`src/rtl/xyj_panel_ctrl.sv`:
```
// rtl/xyj_panel_ctrl.sv - front-panel key debounce and run/pause/done control for the washer sequencer
module xyj_panel_ctrl #(
    parameter logic [19:0] DEB_CYCLES  = 20'd500000,
    parameter logic [23:0] BUZZ_CYCLES = 24'd5000000,
    parameter int          CNT_W       = 24
) (
    input  logic clk,
    input  logic rst,
    input  logic key_start,
    input  logic key_stop,
    input  logic cycle_done,
    output logic open,
    output logic i_stop,
    output logic clr,
    output logic led_run,
    output logic led_pause,
    output logic buzz
);
    localparam logic [CNT_W-1:0] DEB_LAST  = CNT_W'(DEB_CYCLES - 20'd1);
    localparam logic [CNT_W-1:0] BUZZ_LAST = CNT_W'(BUZZ_CYCLES - 24'd1);

    typedef enum logic [1:0] {IDLE, RUN, PAUSE, DONE} state_t;

    state_t           state;
    logic [1:0]       keys;
    logic [1:0]       key_ev;
    logic             start_ev;
    logic             stop_ev;
    logic [CNT_W-1:0] buzz_cnt;

    assign keys = {key_stop, key_start};

    for (genvar k = 0; k < 2; k++) begin : g_key
        logic             sync0;
        logic             sync1;
        logic             level;
        logic             level_q;
        logic             ev;
        logic [CNT_W-1:0] cnt;

        // Any return to the accepted level restarts the count, so short glitches never flip it.
        always_ff @(posedge clk or posedge rst) begin
            if (rst) begin
                sync0   <= 1'b0;
                sync1   <= 1'b0;
                level   <= 1'b0;
                level_q <= 1'b0;
                ev      <= 1'b0;
                cnt     <= '0;
            end else begin
                sync0   <= keys[k];
                sync1   <= sync0;
                level_q <= level;
                ev      <= level & ~level_q;
                if (sync1 == level) begin
                    cnt <= '0;
                end else if (cnt == DEB_LAST) begin
                    level <= sync1;
                    cnt   <= '0;
                end else begin
                    cnt <= cnt + CNT_W'(1);
                end
            end
        end

        assign key_ev[k] = ev;
    end

    assign start_ev = key_ev[0];
    assign stop_ev  = key_ev[1];

    always_ff @(posedge clk or posedge rst) begin
        if (rst) begin
            state    <= IDLE;
            open     <= 1'b0;
            i_stop   <= 1'b0;
            clr      <= 1'b0;
            buzz     <= 1'b0;
            buzz_cnt <= '0;
        end else begin
            open <= 1'b0;
            clr  <= 1'b0;
            case (state)
                IDLE: begin
                    if (start_ev && !stop_ev) begin
                        state <= RUN;
                        open  <= 1'b1;
                    end
                end
                RUN: begin
                    // A finished cycle outranks a stop arriving on the same clock.
                    if (cycle_done) begin
                        state    <= DONE;
                        buzz_cnt <= BUZZ_LAST;
                        buzz     <= 1'b1;
                    end else if (stop_ev) begin
                        state  <= PAUSE;
                        i_stop <= 1'b1;
                    end
                end
                PAUSE: begin
                    if (stop_ev) begin
                        state  <= IDLE;
                        clr    <= 1'b1;
                        i_stop <= 1'b0;
                    end else if (start_ev) begin
                        state  <= RUN;
                        i_stop <= 1'b0;
                    end
                end
                DONE: begin
                    if (start_ev || stop_ev || buzz_cnt == '0) begin
                        state <= IDLE;
                        buzz  <= 1'b0;
                        clr   <= 1'b1;
                    end else begin
                        buzz_cnt <= buzz_cnt - CNT_W'(1);
                    end
                end
                default: state <= IDLE;
            endcase
        end
    end

    assign led_run   = (state == RUN);
    assign led_pause = (state == PAUSE);
endmodule
```
`config.mk`:
```
export PLATFORM = sky130hd
export DESIGN_NAME = xyj_panel_ctrl
export DESIGN_NICKNAME = d
export VERILOG_FILES = /design/src/rtl/xyj_panel_ctrl.sv
export SDC_FILE = /design/constraint.sdc
export NUM_CORES = 1
export LEC_CHECK = 0
export ABC_AREA = 1
export CAP_MARGIN = 5
export CORE_MARGIN = 5
export CORE_UTILIZATION = 30
export CTS_CLUSTER_SIZE = 14
export DETAILED_ROUTE_END_ITERATION = 12
export GPL_TIMING_DRIVEN = 0
export SYNTH_ARGS = -nofsm -noshare
export SYNTH_HDL_FRONTEND = slang
export SYNTH_SLANG_ARGS = --single-unit
```
`constraint.sdc`:
```
create_clock -name clk -period 3.8 [get_ports clk]
set_clock_uncertainty 0.15 [all_clocks]
set_input_delay 0.95 -clock clk [delete_from_list [all_inputs] [get_ports clk]]
set_output_delay 0.95 -clock clk [all_outputs]
set_load 0.02 [all_outputs]
```
==> results of run 1 <==
[registers in the layout (all words and copies together) (netlist names)]
signal / cells
open: 1
g_key.sync0: 2
clr: 1
g_key.level: 2
i_stop: 1
g_key.sync1: 2
g_key.ev: 2
g_key.cnt: 48
g_key.level_q: 2
buzz_cnt: 24
buzz: 1
state: 2
[synthesized netlist by cell type (2+ instances only)]
master / count / area [sq um]
inv_2: 3 / 11.3
xnor2_1: 6 / 52.6
nor3b_1: 2 / 15.0
nand3_4: 2 / 35.0
nor2_2: 10 / 62.6
inv_1: 74 / 278
a21oi_1: 7 / 35.0
buf_6: 3 / 33.8
or2_2: 2 / 12.5
clkbuf_1: 5 / 18.8
nand2_2: 11 / 68.8
nand4_1: 15 / 93.8
dfrtp_1: 88 / 2200
nor4_1: 2 / 12.5
nand3b_1: 4 / 30.0
nor3_1: 24 / 120
o21ai_0: 8 / 40.0
nor2_1: 146 / 548
xor2_1: 22 / 193
nand2_1: 174 / 653
nor2_4: 3 / 33.8
ha_1: 3 / 37.5
nand3_2: 2 / 20.0
clkinv_1: 3 / 11.3
o21ai_2: 15 / 131
nand3_1: 63 / 315
o21bai_1: 2 / 15.0
[how the worst max path moves through the flow]
stage / from / end / slack, ns
6_report: state[1]$_DFFE_PP0P_ / led_pause / 0.99
5_1_grt: state[1]$_DFFE_PP0P_ / led_pause / 0.93
4_1_cts: state[1]$_DFFE_PP0P_ / led_pause / 1.00
3_5_place_dp: cycle_done / buzz_cnt[9]$_DFFE_PP0P_ / 1.26
3_3_place_gp: rst / g_key[0].cnt[15]$_DFF_PP0_ / -1.09
2_1_floorplan: rst / buzz$_DFFE_PP0P_ / 0.42
[stage by stage]
stage / utilization (%) / TNS [ns] / cell area (sq um) / instances / power (mW)
floorplan: - / 0 / 5160 / 709 / 0.996
global placement: 32.4 / -95.25 / 5540 / 944 / 1.01
detailed placement: 32.6 / 0 / 5570 / 945 / 1.02
CTS: 34.5 / 0 / 5900 / 961 / 2.01
global route: 34.5 / 0 / 5900 / 961 / 2.04
finish: 34.5 / 0 / 5900 / 961 / 1.97
[final cells by class]
cell class	instances	area, sq um
Fill cell	1833	11200
Multi-Input combinational cell	532	2600
Sequential cell	88	2200
Inverter	80	303
Tap cell	225	282
Clock buffer	9	225
Timing Repair Buffer	11	128
Clock inverter	7	100
Buffer	9	60.1
[kinds of logic (layout without fill, tap and decap cells)]
logic type / Yosys count / count (layout)
buffers and inverters: 89 / 116
adder cells (fa/ha/maj): 3 / 3
AND/OR/NAND/NOR: 464 / 464
AO/OA/AOI/OAI: 37 / 37
XOR/XNOR: 28 / 28
flip-flops: 88 / 88
[metal layers]
metal / track usage [%] / part of all wire (%) / wire length, um / vias to the layer above
li1: - / - / - / 2292
met1: 16.2 / 49 / 5710 / 2079
met2: 19.8 / 47 / 5460 / 59
met3: 2.51 / 3.1 / 358 / 11
met4: 3.62 / 1.3 / 151 / 0
met5: 0 / 0 / 0 / -
[critical path, delay by kind of cell (launching register included)]
family	cells	cell delay, ns
buffers and inverters	2	0.72
AND/OR/NAND/NOR	1	0.21
flip-flops	1	0.44
[power groups by stage]
| stage | logic (mW) | clock network, mW | registers, mW |
|---|---|---|---|
| after floorplan | 0.0302 | 0 | 0.966 |
| after global placement | 0.0457 | 0 | 0.968 |
| after detailed placement | 0.0497 | 0 | 0.968 |
| after CTS | 0.0500 | 1.01 | 0.950 |
| after global routing | 0.0555 | 1.04 | 0.951 |
| final | 0.0474 | 0.974 | 0.950 |
==> flow_summary.toml, run 1 <==
[grt]
grt_overflow = 0
grt_pass1_vias = 4124
grt_first_pass_wirelength_um = 19700
antenna_found_initial = 0
grt_max_degree = 65
track_usage_pct = 12.1

[clocking]
clock_path_buffers = 2
clock_sinks = 88
cts_hold_buffers = 0
clock_latency_ns = 0.35
ctsResizeCount = 0
cts_tree = "yes"
post-cts-setup-buffers = 0
clock-root-buffer = "clkbuf_16"
htree_num_levels = 3
cts.clk_slew.worst_paths_ns = 0.07
numCtsBuffers = 9

[setup_path]
crit_path_end_kind = "primary output"
required_ns = 2.70
r2r_end = "buzz_cnt[0]$_DFFE_PP0P_"
cp_max_fo = 5
reg2reg_slack_ns = 1.80
cp_data_arrival_time_ns = 1.71
r2r-start = "buzz_cnt[0]$_DFFE_PP0P_"
worstPathCellList = "inv_1 > nor2_1 > clkdlybuf4s50_1"
crit_path_start_kind = "flop"
cp_slowest_cell = "clkdlybuf4s50_1"
crit_type = "flop to primary output"
ff2ff_path_depth = 10
cpPeakStageDelay_ns = 0.66

[route]
dr.pass1.iters = 4
drt_iter0_markers = 289
drc_errors = 0
via_per_inst = 4.62
avgRoutedWirePerCell_um = 12.1
drtAntennaViolNets = 0
routed_wl_um = 11700
routed-via-count = 4441

[worst_hold_path]
hold_depth = 0
hp-class = "flop to flop"
hold_start = "g_key[0].sync0$_DFF_PP0_"
min_to = "g_key[0].sync1$_DFF_PP0_"

[placement]
dp.final_hpwl_um = 8680
port_buffers = 10
dp_slack_ns = 1.26
gp_congestion = 0.831

[yosys]
synth-simple-area-share_pct = 39.9
async_flop_share_pct = 100
synth_top_family_by_area = "simple AND/OR/NAND/NOR gates"
synth.net_count = 717
synth_area_sq_um = 5160
synth_edf_count = 0
postSynthCellCount = 709
yosysSeqAreaShare_pct = 42.7
ys_warn_count = 0
synth_xor_area_share_pct = 4.75
post_synth_num_cell_types = 37
synth-compound-area-share_pct = 4.97
synthFlopType = "dfrtp_1"
ys_ff_latch = 88
yosys-mux-area-fraction_pct = 0
synth_adder_area_share_pct = 0.727
syn_avg_cell_area_sq_um = 7.28

[pwr]
ir_worst_vdd_v = 0.000212
swShare_pct = 21.9
p_seq_share_pct = 48.2
combPwrFrac_pct = 2.4
p_clk_share_pct = 49.4
p_leak_nw = 2.77
power.switching_mw = 0.431
power_density_nw_per_um2 = 334
power.internal_mw = 1.54

[floorplanning]
ioPinCount = 11
start_util_pct = 30.2
die_x_um = 141
rows = 48
die_area_sq_um = 19900
core_sq_um = 17100
die_h_um = 141

[timing]
slew_headroom_pct = 59.8
hold_violations = 0
rsz0062_at_grt = "no"
post-route-period-util_pct = 74.1
worst_hold_slack_ns = 0.200
setup_violations = 0
setup_ws_ns = 0.985
min_period_ns = 2.81
slew_violations = 0
tightestPinTransition_ns = 0.604
max_freq_mhz = 355

[layout]
nets = 739
final_cell_mix = "nand2_1 (174), nor2_1 (146), dfrtp_1 (88), inv_1 (73), nand3_1 (63)"
area_growth_pct = 14.3
drive_gt1_share_pct = 9.78
num_antenna_cells = 0
layout_commonest_cell = "nand2_1"

[flow_run]
maxCapViolCount = 0

[outcome]
status = "completed"
Note: power is estimated with default switching activity, not from simulation.
==> inputs of run 2 (changes only) <==
clock period = 2.7 ns   (was 3.8 ns; I/O delays follow)
==> run 2 against run 1 <==
  * Final area shrank 0.25%
  * Die area did not move
  * Critical path depth unchanged
  * Sequential share of layout area is 0.095 points higher
  * First-iteration DRC count fell by 12%
  * Flip-flop and latch count is the same
  * Clock power increased by 30%
  * Worst setup slack got worse by 0.76 ns
  * Hold slack worse by 0.00059 ns
==> flow_summary.toml, run 2 (synthesis gave the netlist of run 1 again) <==
[route]
via_per_inst = 4.57
avgRoutedWirePerCell_um = 12.2
routed_wl_um = 11800
dr.pass1.iters = 5
drtAntennaViolNets = 0
routed-via-count = 4395
drc_errors = 0
drt_iter0_markers = 254

[floorplanning]
start_util_pct = 30.2
die_x_um = 141
rows = 48
core_sq_um = 17100
die_area_sq_um = 19900
ioPinCount = 11
die_h_um = 141

[timing]
hold_violations = 0
finalSetupTns_ns = 0
slew_violations = 0
rsz0062_at_grt = "no"
max_freq_mhz = 404
tightestPinTransition_ns = 0.732
min_period_ns = 2.48
slew_headroom_pct = 51.1
post-route-period-util_pct = 91.7
setup_violations = 0

[setup_path]
cp_slowest_cell = "clkdlybuf4s50_1"
path_buf_inv = 2
crit_path_end_kind = "primary output"
cp_data_arrival_time_ns = 1.65
r2r_end = "buzz_cnt[9]$_DFFE_PP0P_"
crit_path_start_kind = "flop"
crit_family = "buffers and inverters"
required_ns = 1.88
reg2reg_slack_ns = 0.67
cp_max_fo = 5
cpPeakStageDelay_ns = 0.64
crit_type = "flop to primary output"
crit_path_start = "state[1]$_DFFE_PP0P_"
ff2ff_path_depth = 10
r2r-start = "buzz_cnt[0]$_DFFE_PP0P_"
worstPathCellList = "inv_1 > nor2_1 > clkdlybuf4s50_1"

[worst_hold_path]
hold_start = "g_key[0].sync0$_DFF_PP0_"
min_to = "g_key[0].sync1$_DFF_PP0_"
hp-class = "flop to flop"
hold_depth = 0

[clocking]
clock-root-buffer = "clkbuf_16"
numCtsBuffers = 9
cts_hold_buffers = 0
clock_sinks = 88
ctsResizeCount = 0
cts_tree = "yes"
post-cts-setup-buffers = 0
clock_path_buffers = 2
clock_latency_ns = 0.35
cts.clk_slew.worst_paths_ns = 0.06
htree_num_levels = 3

[layout]
largest_registers = "g_key.cnt: 48 flops, buzz_cnt: 24 flops"
nets = 740
largest_register_ff_count = 48
regMostFlops = "g_key.cnt"
num_antenna_cells = 0
final_core_util_pct = 34.4
post-route-cell-area_sq_um = 5880
final_cell_mix = "nand2_1 (174), nor2_1 (146), dfrtp_1 (88), inv_1 (73), nand3_1 (63)"
layout_commonest_cell = "nand2_1"
drive_gt1_share_pct = 9.77
area_growth_pct = 14.0

[placement]
port_buffers = 10
placed_area_sq_um = 5590
gp_congestion = 0.902
dp.final_hpwl_um = 8890

[outcome]
status = "completed"

[pwr]
power_density_nw_per_um2 = 454
ir_worst_vdd_v = 0.000328
p_leak_nw = 2.75

[grt]
grt_overflow = 0
grt_pass1_vias = 4204
track_usage_pct = 12.5
antenna_found_initial = 0
grt_first_pass_wirelength_um = 20300
grt_max_degree = 36

[flow_run]
maxCapViolCount = 0
==> run 2: cell types whose count changed in the layout (fill, tap and decap cells not counted), sizes merged <==
cell	before	now
clkinv	5	4
clkbuf	14	15
inv	80	78
buf	5	6
bufinv	2	1
clkinvlp	0	3
==> run 2: per-layer routing <==
metal	part of all wire [%]	vias up	track usage [%]	wire length [um]
li1	-	2294	-	-
met1	50	2037	17.2	5870
met2	45	54	19.8	5340
met3	3.2	10	2.68	373
met4	1.4	0	3.67	163
met5	0	-	0	0
==> run 2: through the flow <==
step	cells	power, mW	worst slack (ns)	hold slack, ns
final	962	2.67	0.224	0.200
after global routing	962	2.77	0.147	0.202
after CTS	962	2.72	0.210	0.201
after detailed placement	946	1.44	0.435	0.186
after global placement	944	1.43	-0.204	0.183
after floorplan	709	1.40	0.853	0.181
==> run 2: power by group <==
part	leakage, nW	internal, mW	switching (mW)
clock	0.139	0.723	0.544
sequential	1.21	1.33	0.00899
combinational	1.40	0.0207	0.0494
==> run 2: how the worst max path moves through the flow <==
stage | slack, ns | cells after the start | endpoint
global placement | -0.20 | 2 | g_key[0].cnt[15]$_DFF_PP0_
detailed placement | 0.44 | 5 | buzz_cnt[11]$_DFFE_PP0P_
finish | 0.22 | 3 | led_pause
floorplan | 0.85 | 1 | buzz$_DFFE_PP0P_
global route | 0.15 | 3 | led_pause
CTS | 0.21 | 3 | led_pause
==> run 2: area by class of cell <==
cell class                 instances  area (sq um)
inverter                          80           304
clock buffer                      10           229
timing repair buffer              12           140
clock inverter                     6          67.6
fill                            1860         11200
buffer                             9          60.1
multi-input combinational        532          2600
tap                              225           282
sequential                        88          2200
==> run 2: worst register-to-register path: stages (launching register included) <==
cell,delay [ns]
dfrtp_1,0.39
inv_1,0.11
ha_1,0.21
nand3_2,0.14
nor2_4,0.24
nand3_4,0.12
nand3_4,0.13
nand2_4,0.12
buf_6,0.19
o21ai_2,0.06
nand2_1,0.06
==> variant: new RTL, config.mk and constraints of run 2 <==
Change the parameter `CNT_W` from 24 to 28.
--- a/src/rtl/xyj_panel_ctrl.sv
+++ b/src/rtl/xyj_panel_ctrl.sv
@@ -4,3 +4,3 @@
     parameter logic [23:0] BUZZ_CYCLES = 24'd5000000,
-    parameter int          CNT_W       = 24
+    parameter int          CNT_W       = 28
 ) (
Behaviour: no difference found for any inputs over 10 cycles, from zero or initial values and one cycle with rst high; that may be too few to reach the edited logic, so the function may still have changed.
==> variant against run 2 <==
- total power grew 9.8%
- cell count is 14% higher
- combinational power up 11%
- worst setup slack lost 0.053 ns
- area after synthesis increased by 12%
- routed wire length grew 21%
- sequential cell count is 12 higher
- design area rose by 11%
- count of clock-buffer cells in the layout is 1 lower
- critical endpoint unchanged
==> variant: results <==
metrics = {
    "outcome": {
        "run_status": "finished, final reports clean",
    },
    "layout": {
        "nets": 844,
        "multi_input_comb_cells": 621,
        "multi_input_area_um2": 2900,
        "non_clock_buffer_area_share_pct": 3.21,
        "seq_area_share_pct": 38.2,
        "final_layout_size_suffix_gt1_share_pct": 6.30,
    },
    "placed_design": {
        "place_inst": 1085,
        "gp_congestion": 0.878,
        "dp_slack_ns": 0.0892,
        "dpl.hpwl_mm": 10.5,
        "placed_area_um2": 6240,
    },
    "power_and_ir_drop": {
        "p_switching_uw": 751,
        "peakVddDrop_mv": 0.300,
    },
    "yosys": {
        "synth_area_per_cell_um2": 7.10,
        "synth_cell_types": 34,
        "syn_area_um2": 5770,
        "synth_commonest_cells": "216 x nand2_1, 183 x nor2_1, 100 x dfrtp_1",
    },
    "worst_setup_path": {
        "r2r_cells": 11,
        "cp_max_fo": 3,
        "cpPeakStageDelay_ns": 0.66,
        "arrival_ns": 1.70,
    },
    "drt": {
        "drtIter0Drc": 360,
        "num_vias": 5109,
        "wl_mm": 14.2,
    },
    "global_route": {
        "grt_max_degree": 42,
        "grt_usage_pct": 13.7,
        "grt_pass1_wl_mm": 24.2,
    },
    "clocking": {
        "cts.clk_slew.worst_paths_ns": 0.08,
    },
}
-- variant: changes by cell type in the layout (fill, tap and decap cells not counted), sizes merged, moves of 2 or more --
cell          run 2  this run
inv              78        80
nand4            15        20
buf               6         8
nor2            159       196
nand3            67        59
nand2           186       220
nor3             25        37
xor2             22        33
dfrtp            88       100
-- variant: power groups by stage --
stage | Combinational [uW] | Sequential, uW | Clock (uW)
after CTS | 82.0 | 1510 | 1380
after global routing | 93.1 | 1520 | 1430
after detailed placement | 82.0 | 1540 | 0
final | 77.7 | 1510 | 1350
after floorplan | 48.1 | 1540 | 0
after global placement | 73.8 | 1540 | 0
-- variant: per-stage QoR --
| stage | power, uW | hold slack (ns) | util, % | TNS (ns) |
|---|---|---|---|---|
| global placement | 1620 | 0.189 | 32.9 | -47.53 |
| CTS | 2980 | 0.207 | 34.7 | 0 |
| floorplan | 1590 | 0.181 | - | 0 |
| finish | 2940 | 0.204 | 34.8 | 0 |
| detailed placement | 1630 | 0.187 | 33.1 | 0 |
| global route | 3040 | 0.211 | 34.8 | 0 |
-- variant: metal layers --
metal  GRT usage [%]  share of wire [%]
met5               0                  0
met4            4.90                2.3
met3            3.35                4.4
met2            21.8                 46
met1            18.1                 48
-- variant: logic make-up after synthesis --
family | after synthesis | share of synthesized area (%)
and+or+nand+nor | 540 | 39.6
xor gates and xnor gates | 40 | 6.07
AOI/OAI and AO/OA | 38 | 3.86
buffers and inverters | 92 | 6.44
DFF | 100 | 43.4
adders and majority gates | 3 | 0.651
-- variant: what timing repair did --
action | 4_1_cts | 5_1_grt
setup endpoints to repair | 0 | 1
gates resized for setup | 0 | 1
hold buffers | 0 | 0
hold endpoints to repair | 0 | 0
-- variant: worst register-to-register path, stage by stage (launching register included) --
cell      delay [ns]
dfrtp_1         0.37
inv_1           0.08
ha_1            0.30
nand2_2         0.14
clkinv_2        0.10
nand2_1         0.09
nor2_2          0.04
nand2_2         0.08
nand3_2         0.09
nand2_2         0.08
clkbuf_1        0.35
o21ai_0         0.15
-- variant: final timing paths --
kind,slack (ns),startpoint,end
setup / recovery,0.17,state[1]$_DFFE_PP0P_,led_pause
hold / removal,0.20,g_key[0].sync0$_DFF_PP0_,g_key[0].sync1$_DFF_PP0_
setup reg to reg,0.54,buzz_cnt[0]$_DFFE_PP0P_,buzz_cnt[18]$_DFFE_PP0P_
hold reg to reg,0.20,g_key[0].sync0$_DFF_PP0_,g_key[0].sync1$_DFF_PP0_
max in group asynchronous,1.00,rst,g_key[1].cnt[9]$_DFF_PP0_
min in group asynchronous,0.56,rst,buzz_cnt[17]$_DFFE_PP0P_
